==> config.mk <==
export PLATFORM = sky130hd
export DESIGN_NAME = prog_loader_flat
export DESIGN_NICKNAME = d
export VERILOG_FILES = /design/src/rtl/prog_loader_pkg.sv /design/src/rtl/prog_loader_if.sv /design/src/rtl/prog_loader.sv /design/src/flat_wrapper.sv
export SDC_FILE = /design/constraint.sdc
export NUM_CORES = 1
export LEC_CHECK = 0
export CAP_MARGIN = 40
export CORE_MARGIN = 4
export CORE_UTILIZATION = 25
export DETAILED_ROUTE_END_ITERATION = 8
export HOLD_SLACK_MARGIN = 0.08
export SLEW_MARGIN = 20
export SYNTH_ARGS = -nofsm -noshare
export SYNTH_HDL_FRONTEND = slang
export SYNTH_SLANG_ARGS = --single-unit
export TNS_END_PERCENT = 30
==> constraint.sdc <==
create_clock -name clk -period 2.9 [get_ports clk]
set_input_delay 0.58 -clock clk [delete_from_list [all_inputs] [get_ports clk]]
set_output_delay 0.58 -clock clk [all_outputs]
set_load 0.03 [all_outputs]
==> src/rtl/prog_loader_pkg.sv <==
// Shared types and constants for the program memory loader.
package prog_loader_pkg;

    localparam int unsigned IW_DEF = 12;
    localparam int unsigned AW_DEF = 8;

    // A LEN byte of zero requests a full 2**AW-instruction frame.
    localparam bit LEN_ZERO_MEANS_MAX = 1'b1;

    typedef enum logic [2:0] {
        StIdle = 3'd0,
        StLen  = 3'd1,
        StHi   = 3'd2,
        StLo   = 3'd3,
        StWr   = 3'd4,
        StChk  = 3'd5,
        StDone = 3'd6,
        StErr  = 3'd7
    } state_e;

    // Bits of the HI byte that lie above the instruction word and must be zero.
    function automatic logic [7:0] hi_mask(input int unsigned iw);
        return 8'(8'hFF << (iw - 8));
    endfunction

    localparam logic [7:0] HI_MASK = hi_mask(IW_DEF);

endpackage

==> src/rtl/prog_loader_if.sv <==
// Byte stream in and program memory write port out, bundled for the loader.
interface prog_loader_if #(
    parameter int unsigned IW = 12,
    parameter int unsigned AW = 8
);
    logic [7:0]    byte_in;
    logic          byte_valid;
    logic          byte_ready;
    logic [AW-1:0] Load_addr;
    logic [IW-1:0] Iin;
    logic          le;
    logic          e;

    // Host side: sources bytes, observes memory writes.
    modport master (
        output byte_in, byte_valid,
        input  byte_ready, Load_addr, Iin, le, e
    );

    // Loader side.
    modport slave (
        input  byte_in, byte_valid,
        output byte_ready, Load_addr, Iin, le, e
    );
endinterface

==> src/rtl/prog_loader.sv <==
// Assembles LEN / N x (HI, LO) / CHK byte frames into instruction writes.
module prog_loader
    import prog_loader_pkg::*;
#(
    parameter int unsigned IW = IW_DEF,
    parameter int unsigned AW = AW_DEF
) (
    input  logic          clk,
    input  logic          rst,
    input  logic          start,
    prog_loader_if.slave  bus,
    output logic          busy,
    output logic          done,
    output logic          err
);

    localparam logic [7:0] HiMask = hi_mask(IW);

    state_e        state_q, state_d;
    logic [AW:0]   cnt_q, cnt_d;
    logic [AW-1:0] addr_q, addr_d;
    logic [IW-1:0] iin_q, iin_d;
    logic [7:0]    chk_q, chk_d;
    logic          done_q, done_d;
    logic          err_q, err_d;
    logic          xfer;

    assign xfer = bus.byte_valid & bus.byte_ready;

    // Output decode from the current state.
    always_comb begin
        bus.byte_ready = 1'b0;
        bus.le         = 1'b0;
        busy           = 1'b0;
        unique case (state_q)
            StLen, StHi, StLo, StChk: begin
                bus.byte_ready = 1'b1;
                busy           = 1'b1;
            end
            StWr: begin
                bus.le = 1'b1;
                busy   = 1'b1;
            end
            default: ;
        endcase
        bus.e         = busy;
        bus.Load_addr = addr_q;
        bus.Iin       = iin_q;
        done          = done_q;
        err           = err_q;
    end

    // Next-state and datapath updates.
    always_comb begin
        state_d = state_q;
        cnt_d   = cnt_q;
        addr_d  = addr_q;
        iin_d   = iin_q;
        chk_d   = chk_q;
        done_d  = done_q;
        err_d   = err_q;
        unique case (state_q)
            StIdle, StDone, StErr: begin
                if (start) begin
                    state_d = StLen;
                    chk_d   = '0;
                    addr_d  = '0;
                    done_d  = 1'b0;
                    err_d   = 1'b0;
                end
            end
            StLen: begin
                if (xfer) begin
                    if (LEN_ZERO_MEANS_MAX && bus.byte_in == 8'h00) begin
                        cnt_d     = '0;
                        cnt_d[AW] = 1'b1;
                    end else begin
                        cnt_d = (AW + 1)'(bus.byte_in);
                    end
                    chk_d   = chk_q ^ bus.byte_in;
                    state_d = StHi;
                end
            end
            StHi: begin
                if (xfer) begin
                    chk_d = chk_q ^ bus.byte_in;
                    if ((bus.byte_in & HiMask) != 8'h00) begin
                        state_d = StErr;
                        err_d   = 1'b1;
                    end else begin
                        iin_d[IW-1:8] = bus.byte_in[IW-9:0];
                        state_d       = StLo;
                    end
                end
            end
            StLo: begin
                if (xfer) begin
                    iin_d[7:0] = bus.byte_in;
                    chk_d      = chk_q ^ bus.byte_in;
                    state_d    = StWr;
                end
            end
            StWr: begin
                // Address wraps after the last word of a full frame; it is unused then.
                addr_d  = addr_q + 1'b1;
                cnt_d   = cnt_q - 1'b1;
                state_d = (cnt_q == (AW + 1)'(1)) ? StChk : StHi;
            end
            StChk: begin
                if (xfer) begin
                    if (bus.byte_in == chk_q) begin
                        state_d = StDone;
                        done_d  = 1'b1;
                    end else begin
                        state_d = StErr;
                        err_d   = 1'b1;
                    end
                end
            end
            default: state_d = StIdle;
        endcase
    end

    // State and datapath registers.
    always_ff @(posedge clk or posedge rst) begin
        if (rst) begin
            state_q <= StIdle;
            cnt_q   <= '0;
            addr_q  <= '0;
            iin_q   <= '0;
            chk_q   <= '0;
            done_q  <= 1'b0;
            err_q   <= 1'b0;
        end else begin
            state_q <= state_d;
            cnt_q   <= cnt_d;
            addr_q  <= addr_d;
            iin_q   <= iin_d;
            chk_q   <= chk_d;
            done_q  <= done_d;
            err_q   <= err_d;
        end
    end

endmodule

==> src/flat_wrapper.sv <==
// flat-port wrapper written by rule: the top's interface ports become plain ports
module prog_loader_flat import prog_loader_pkg::*;
#(
    parameter int unsigned IW = IW_DEF,
    parameter int unsigned AW = AW_DEF
)
  (clk, rst, start, busy, done, err, bus_byte_in, bus_byte_valid, bus_byte_ready, bus_Load_addr, bus_Iin, bus_le, bus_e);
  prog_loader_if #(.IW(IW), .AW(AW)) bus_i ();
  input  logic clk;
  input  logic rst;
  input  logic start;
  output logic busy;
  output logic done;
  output logic err;
  input wire logic [$bits(bus_i.byte_in)-1:0] bus_byte_in;
  input wire logic [$bits(bus_i.byte_valid)-1:0] bus_byte_valid;
  output wire logic [$bits(bus_i.byte_ready)-1:0] bus_byte_ready;
  output wire logic [$bits(bus_i.Load_addr)-1:0] bus_Load_addr;
  output wire logic [$bits(bus_i.Iin)-1:0] bus_Iin;
  output wire logic [$bits(bus_i.le)-1:0] bus_le;
  output wire logic [$bits(bus_i.e)-1:0] bus_e;
  assign bus_i.byte_in = bus_byte_in;
  assign bus_i.byte_valid = bus_byte_valid;
  assign bus_byte_ready = bus_i.byte_ready;
  assign bus_Load_addr = bus_i.Load_addr;
  assign bus_Iin = bus_i.Iin;
  assign bus_le = bus_i.le;
  assign bus_e = bus_i.e;
  prog_loader #(.IW(IW), .AW(AW)) u_core (.clk(clk), .rst(rst), .start(start), .bus(bus_i), .busy(busy), .done(done), .err(err));
endmodule
; After elaboration in Yosys (flattened, before gate mapping)
; Index checks and enable logic that the tools add are counted.
; W data, S select, Z words.
[word_totals]
register_bits = 42
[op_classes]
eq_ne = 18
n_reduce_logical = 20
bitwise = 3
add_sub_neg = 2
n_mux = 28
[ops]
columns = operator, n
row1 = $pmux W8 S2, 2
row2 = $mux W3, 7
row3 = $mux W9, 2
row4 = $pmux W3 S6, 1
row5 = $pmux W9 S2, 1
row6 = $mux W8, 2
row7 = $ne A2 B1 Y1 const B, 7
row8 = $eq A3 B3 Y1 const B, 4
row9 = $mux W1, 11
row10 = $eq A9 B1 Y1 const B, 1
row11 = $sub A9 B1 Y9 const B, 1
row12 = $add A8 B1 Y8 const B, 1
row13 = $eq A8 B8 Y1, 1
row14 = $logic_not A8 Y1, 1
row15 = $reduce_bool A2 Y1, 4
row16 = $reduce_bool A8 Y1, 1
row17 = $xor A8 B8 Y8, 1
row18 = $eq A3 B2 Y1 const B, 2
row19 = $reduce_and A2 Y1, 3
row20 = $reduce_and A3 Y1, 2
row21 = $reduce_and A6 Y1, 1
row22 = $reduce_or A3 Y1, 2
row23 = $reduce_and A5 Y1, 1
row24 = $reduce_or A5 Y1, 1
row25 = 10 further kinds, 11

; Depth between registers and ports, before layout
[logic_depth]
word_depth = 6
mapped_depth = 8
mapped_depth_nobuf = 6

; Least setup slack after synthesis
; No wires, ideal clock.
[synth_timing]
path_kind = reg-to-output
start = reg u_core.state_q[1]
end = out bus_byte_ready
path_slack_ns = 1.010
arrival_ns = 1.310
required_ns = 2.320
stages_incl_launch_ff = 4
cell_sequence = dfrtp_1 > buf_2 > inv_1 > o21ai_0
[synth_between]
elab_chain_len = 3
elab_cells_between_ends = 6
classes_between = eq/ne: 4 / mux: 1 / reduce/logical: 1
[synth_rtl]
columns = element, line
row1 = from (decl), prog_loader.sv:19  ; state_e state_q, state_d;
row2 = from (signal assigned), prog_loader.sv:127  ; state_q <= StIdle;
row3 = from (signal assigned), prog_loader.sv:135  ; state_q <= state_d;
row4 = $eq A3 B1 Y1 (tied with other cells), prog_loader.sv:35  ; unique case (state_q)
row5 = $reduce_or A4 Y1 (*), prog_loader.sv:35
row6 = $mux W1 (*), prog_loader.sv:35
row7 = to (decl), flat_wrapper.sv:17  ; output wire logic [$bits(bus_i.byte_ready)-1:0] bus_byte_ready;
; Mark *: on every way between the ends. The rest lies on a longest branch, timed or not.

; Worst setup path after layout
[layout_timing]
start = reg u_core.state_q[0]
end = out bus_le
[layout_between]
elab_chain_len = 2
[layout_rtl]
columns = element, line
row1 = $eq A3 B3 Y1, prog_loader.sv:35
row2 = $mux W1, prog_loader.sv:35
row3 = to (decl), flat_wrapper.sv:20  ; output wire logic [$bits(bus_i.le)-1:0] bus_le;
; Every way passes these cells.

==> summary.txt <==
========================================================================================================
Number of standard cells after synthesis ..................................................          225
Maximum buffer depth of the clock tree ....................................................            2
Count of antenna-violating nets left after detailed routing ...............................            0
Startpoint kind of the worst setup timing path ............................................     register
Nets in the synthesized netlist ...........................................................          240
Number of pins with negative max-slew slack in the final report ...........................            0
Fraction of the yosys area taken by sequential cells ......................................       0.4538
Setup tns final ...........................................................................         0 ns
Violation count after the first detailed-routing iteration ................................          159
Final global-route overflow total .........................................................            0
Finished Core Util ........................................................................       0.3252
HPWL after detailed placement .............................................................      3998 µm
Total wire length after detailed routing ..................................................      5583 µm
Post-CTS clock slew at the launch and capture registers of the worst setup and hold paths .      0.08 ns
Minimum period implied by the final worst setup slack .....................................     2.710 ns
Core footprint ............................................................................     8848 µm²
Max Clk Rate ..............................................................................   0.3690 GHz
Syn-to-layout area delta ..................................................................       24.26%
Post-place setup slack ....................................................................    0.4632 ns
CTS root buf .............................................................................. sky130_fd_sc_hd__clkbuf_8
Crit path required time ...................................................................      2.32 ns
Max-Slew Margin vs Limit ..................................................................       0.5687
Commonest non-fill, non-tap cells in the layout ........................................... 42 x sky130_fd_sc_hd__dfrtp_1, 37 x sky130_fd_sc_hd__clkdlybuf4s50_1, 18 x sky130_fd_sc_hd__nand2_1, 16 x sky130_fd_sc_hd__nor2_1, 12 x sky130_fd_sc_hd__mux2_2
CTS H-tree lvls ...........................................................................            2
Commonest non-fill, non-tap cell in the layout ............................................ sky130_fd_sc_hd__dfrtp_1
Starting Density ..........................................................................       0.2617
Slew at the pin closest to its max-slew limit .............................................    0.6411 ns
Synthesis warning total ...................................................................            0
Critical Path End Type ....................................................................  output port
Type of the setup path with the least slack ...............................................      reg2out
Number of buffers and inverters on the critical path ......................................            2
Total vias in the final route .............................................................         1844
Total global routing track utilization ....................................................       0.1093
Number of input and output port buffers inserted ..........................................           37
Leak pwr ..................................................................................     1.168 nW
Post-CTS Resized ..........................................................................            0
Family of cells with the greatest summed delay on the critical path ....................... buffers and inverters
Hold violation total from the final report ................................................            0
Top cells by area, synth .................................................................. sky130_fd_sc_hd__dfrtp_1 45%, sky130_fd_sc_hd__mux2_2 5.8%, sky130_fd_sc_hd__a221o_1 3.9%
Register bit total from synthesis .........................................................           42
Largest net degree at the start of global routing .........................................           43
Chain of cells forming the critical path .................................................. or3b_1, clkinv_4, clkdlybuf4s50_1
Vertical extent of the die ................................................................     104.3 µm
Number of synthesized flops with an enable pin ............................................            0
Critical path fanouts, max ................................................................           15
Clock buffer count from CTS ...............................................................            5
Routed wire length per instance ...........................................................     15.01 µm
Portion of synthesized cell area occupied by the leading cell type ........................       0.4538
Top-Level Pins ............................................................................           38
Ys flop type .............................................................................. sky130_fd_sc_hd__dfrtp_1
DRC violation count after routing .........................................................            0
Number of standard-cell rows in the floorplan .............................................           34
Worst VDD drop ............................................................................    0.3413 mV
Final setup violation count ...............................................................            0
Global-route wire length before repair ....................................................      9666 µm
Vias in the first global route ............................................................         1870
Outcome ...................................................................................    completed
Library cell with the largest summed area after synthesis ................................. sky130_fd_sc_hd__dfrtp_1
Number of clock sinks .....................................................................           42
Crit path setup slack, layout .............................................................    0.1900 ns
TritonCTS clock tree ......................................................................        built
Async S/R FF share, synth .................................................................        1.000
Final Skew ................................................................................  0.007289 ns
Number of library cell types mapped by synthesis ..........................................           54
Drt first pass iters ......................................................................            4
Quantity of hold-fixing buffers added after cts ...........................................            0
Post-detailed-placement cell area .........................................................     2791 µm²
Later-pin clock latency in the skew report ................................................      0.30 ns
Antenna diode count .......................................................................            0
Post-CTS setup-driven buffer insertion count ..............................................            0
Cell type of the slowest stage on the worst timing path ................................... sky130_fd_sc_hd__clkdlybuf4s50_1
Initial antenna violation count ...........................................................            0
Fin nets ..................................................................................          278
Power density of the placed cells .........................................................  1027 nW/µm²
Final RePlAce weighted congestion .........................................................       0.7306
Share of the clock period used by the worst path after layout .............................       0.9345
Total die area ............................................................................    10870 µm²
Type of the tightest min-delay check ......................................................      reg2reg
Number of maximum-capacitance constraint violations .......................................            0
RSZ-0062 raised after global routing ......................................................           no
Layout cells sized above 1 ................................................................       0.1667
Area of the mapped netlist ................................................................     2316 µm²
Average cell area after synthesis .........................................................    10.29 µm²
Non-Filler Cell Area, Final ...............................................................     2878 µm²
Data arrival at the endpoint of the critical path .........................................      2.13 ns
Vias per cell .............................................................................        4.957
Peak per-stage delay on the critical path .................................................      0.68 ns
Width of the chip .........................................................................     104.3 µm
========================================================================================================
==> routing by layer <==
layer / part of all wire / wire, µm / vias up / track usage
met1: 0.45 / 2497 / 897 / 0.1470
met2: 0.49 / 2762 / 51 / 0.1801
met4: 0.0079 / 44 / 0 / 0.02564
met5: 0 / 0 / - / 0
met3: 0.050 / 278 / 5 / 0.02297
li1: - / - / 891 / -
==> sequential cells by signal, indices dropped and copies added, names as in the netlist <==
| register | cells |
|---|---|
| u_core.bus.Iin | 12 |
| u_core.bus.Load_addr | 8 |
| u_core.chk_q | 8 |
| u_core.cnt_q | 9 |
| u_core.done | 1 |
| u_core.err | 1 |
| u_core.state_q | 3 |
==> synth_stat cells (3+ instances only) <==
cell                       n
sky130_fd_sc_hd__a31oi_1   3
sky130_fd_sc_hd__o21ai_0   7
sky130_fd_sc_hd__buf_2     6
sky130_fd_sc_hd__and2_1    3
sky130_fd_sc_hd__nor3b_1   8
sky130_fd_sc_hd__dfrtp_1  42
sky130_fd_sc_hd__ha_1      3
sky130_fd_sc_hd__mux2_2   12
sky130_fd_sc_hd__nand3_1  11
sky130_fd_sc_hd__a21oi_1   5
sky130_fd_sc_hd__nor4_1    3
sky130_fd_sc_hd__a221o_1   9
sky130_fd_sc_hd__nand3_2   3
sky130_fd_sc_hd__nor2b_1  11
sky130_fd_sc_hd__nand2_1  18
sky130_fd_sc_hd__inv_1     7
sky130_fd_sc_hd__o221a_2   3
sky130_fd_sc_hd__nor2_1   16
sky130_fd_sc_hd__xor2_1    8
==> cells by family (layout without fill, tap and decap cells) <==
family | after synthesis | after routing | share of synthesized area
compound gates | 41 | 41 | 0.1394
xor+xnor | 8 | 8 | 0.03026
fa+ha+maj | 3 | 3 | 0.01621
buf+inv | 20 | 59 | 0.04754
flops | 42 | 42 | 0.4538
mux | 14 | 14 | 0.06699
simple gates | 97 | 97 | 0.2458
==> per-stage QoR <==
stage	total power [mW]	cells	hold slack [ns]
floorplan	2.123	225	0.4744
global placement	2.577	364	0.4644
detailed placement	2.603	364	0.4825
CTS	3.002	372	0.4946
global route	3.196	372	0.5224
finish	2.956	372	0.4800
==> report_power, final <==
group / switching, mW / internal (mW) / total (mW) / leakage (nW)
combinational: 0.808 / 0.685 / 1.49 / 0.602
sequential: 0.247 / 0.837 / 1.08 / 0.521
clock: 0.209 / 0.170 / 0.380 / 0.0452
==> final cells by class <==
cell class | count | area (µm²)
Inverter | 8 | 35.03
Clock buffer | 6 | 72.57
Multi-Input combinational cell | 163 | 1155
Clock inverter | 2 | 13.76
Sequential cell | 42 | 1051
Tap cell | 108 | 135.1
Timing Repair Buffer | 43 | 415.4
Fill cell | 917 | 5971
==> final timing paths <==
| kind | to | cells after the start | slack (ns) | from |
|---|---|---|---|---|
| max in group asynchronous | u_core.cnt_q[4] | 3 | 1.78 | rst |
| min in group asynchronous | u_core.bus.Load_addr[7] | 3 | 0.73 | rst |
| min | u_core.bus.Load_addr[7] | 1 | 0.48 | u_core.bus.Load_addr[7] |
| max reg2reg | u_core.chk_q[3] | 5 | 0.94 | u_core.state_q[2] |
| min reg2reg | u_core.bus.Load_addr[7] | 1 | 0.48 | u_core.bus.Load_addr[7] |
| max | bus_le | 3 | 0.19 | u_core.state_q[0] |
Note: power is estimated with default switching activity, not from simulation.
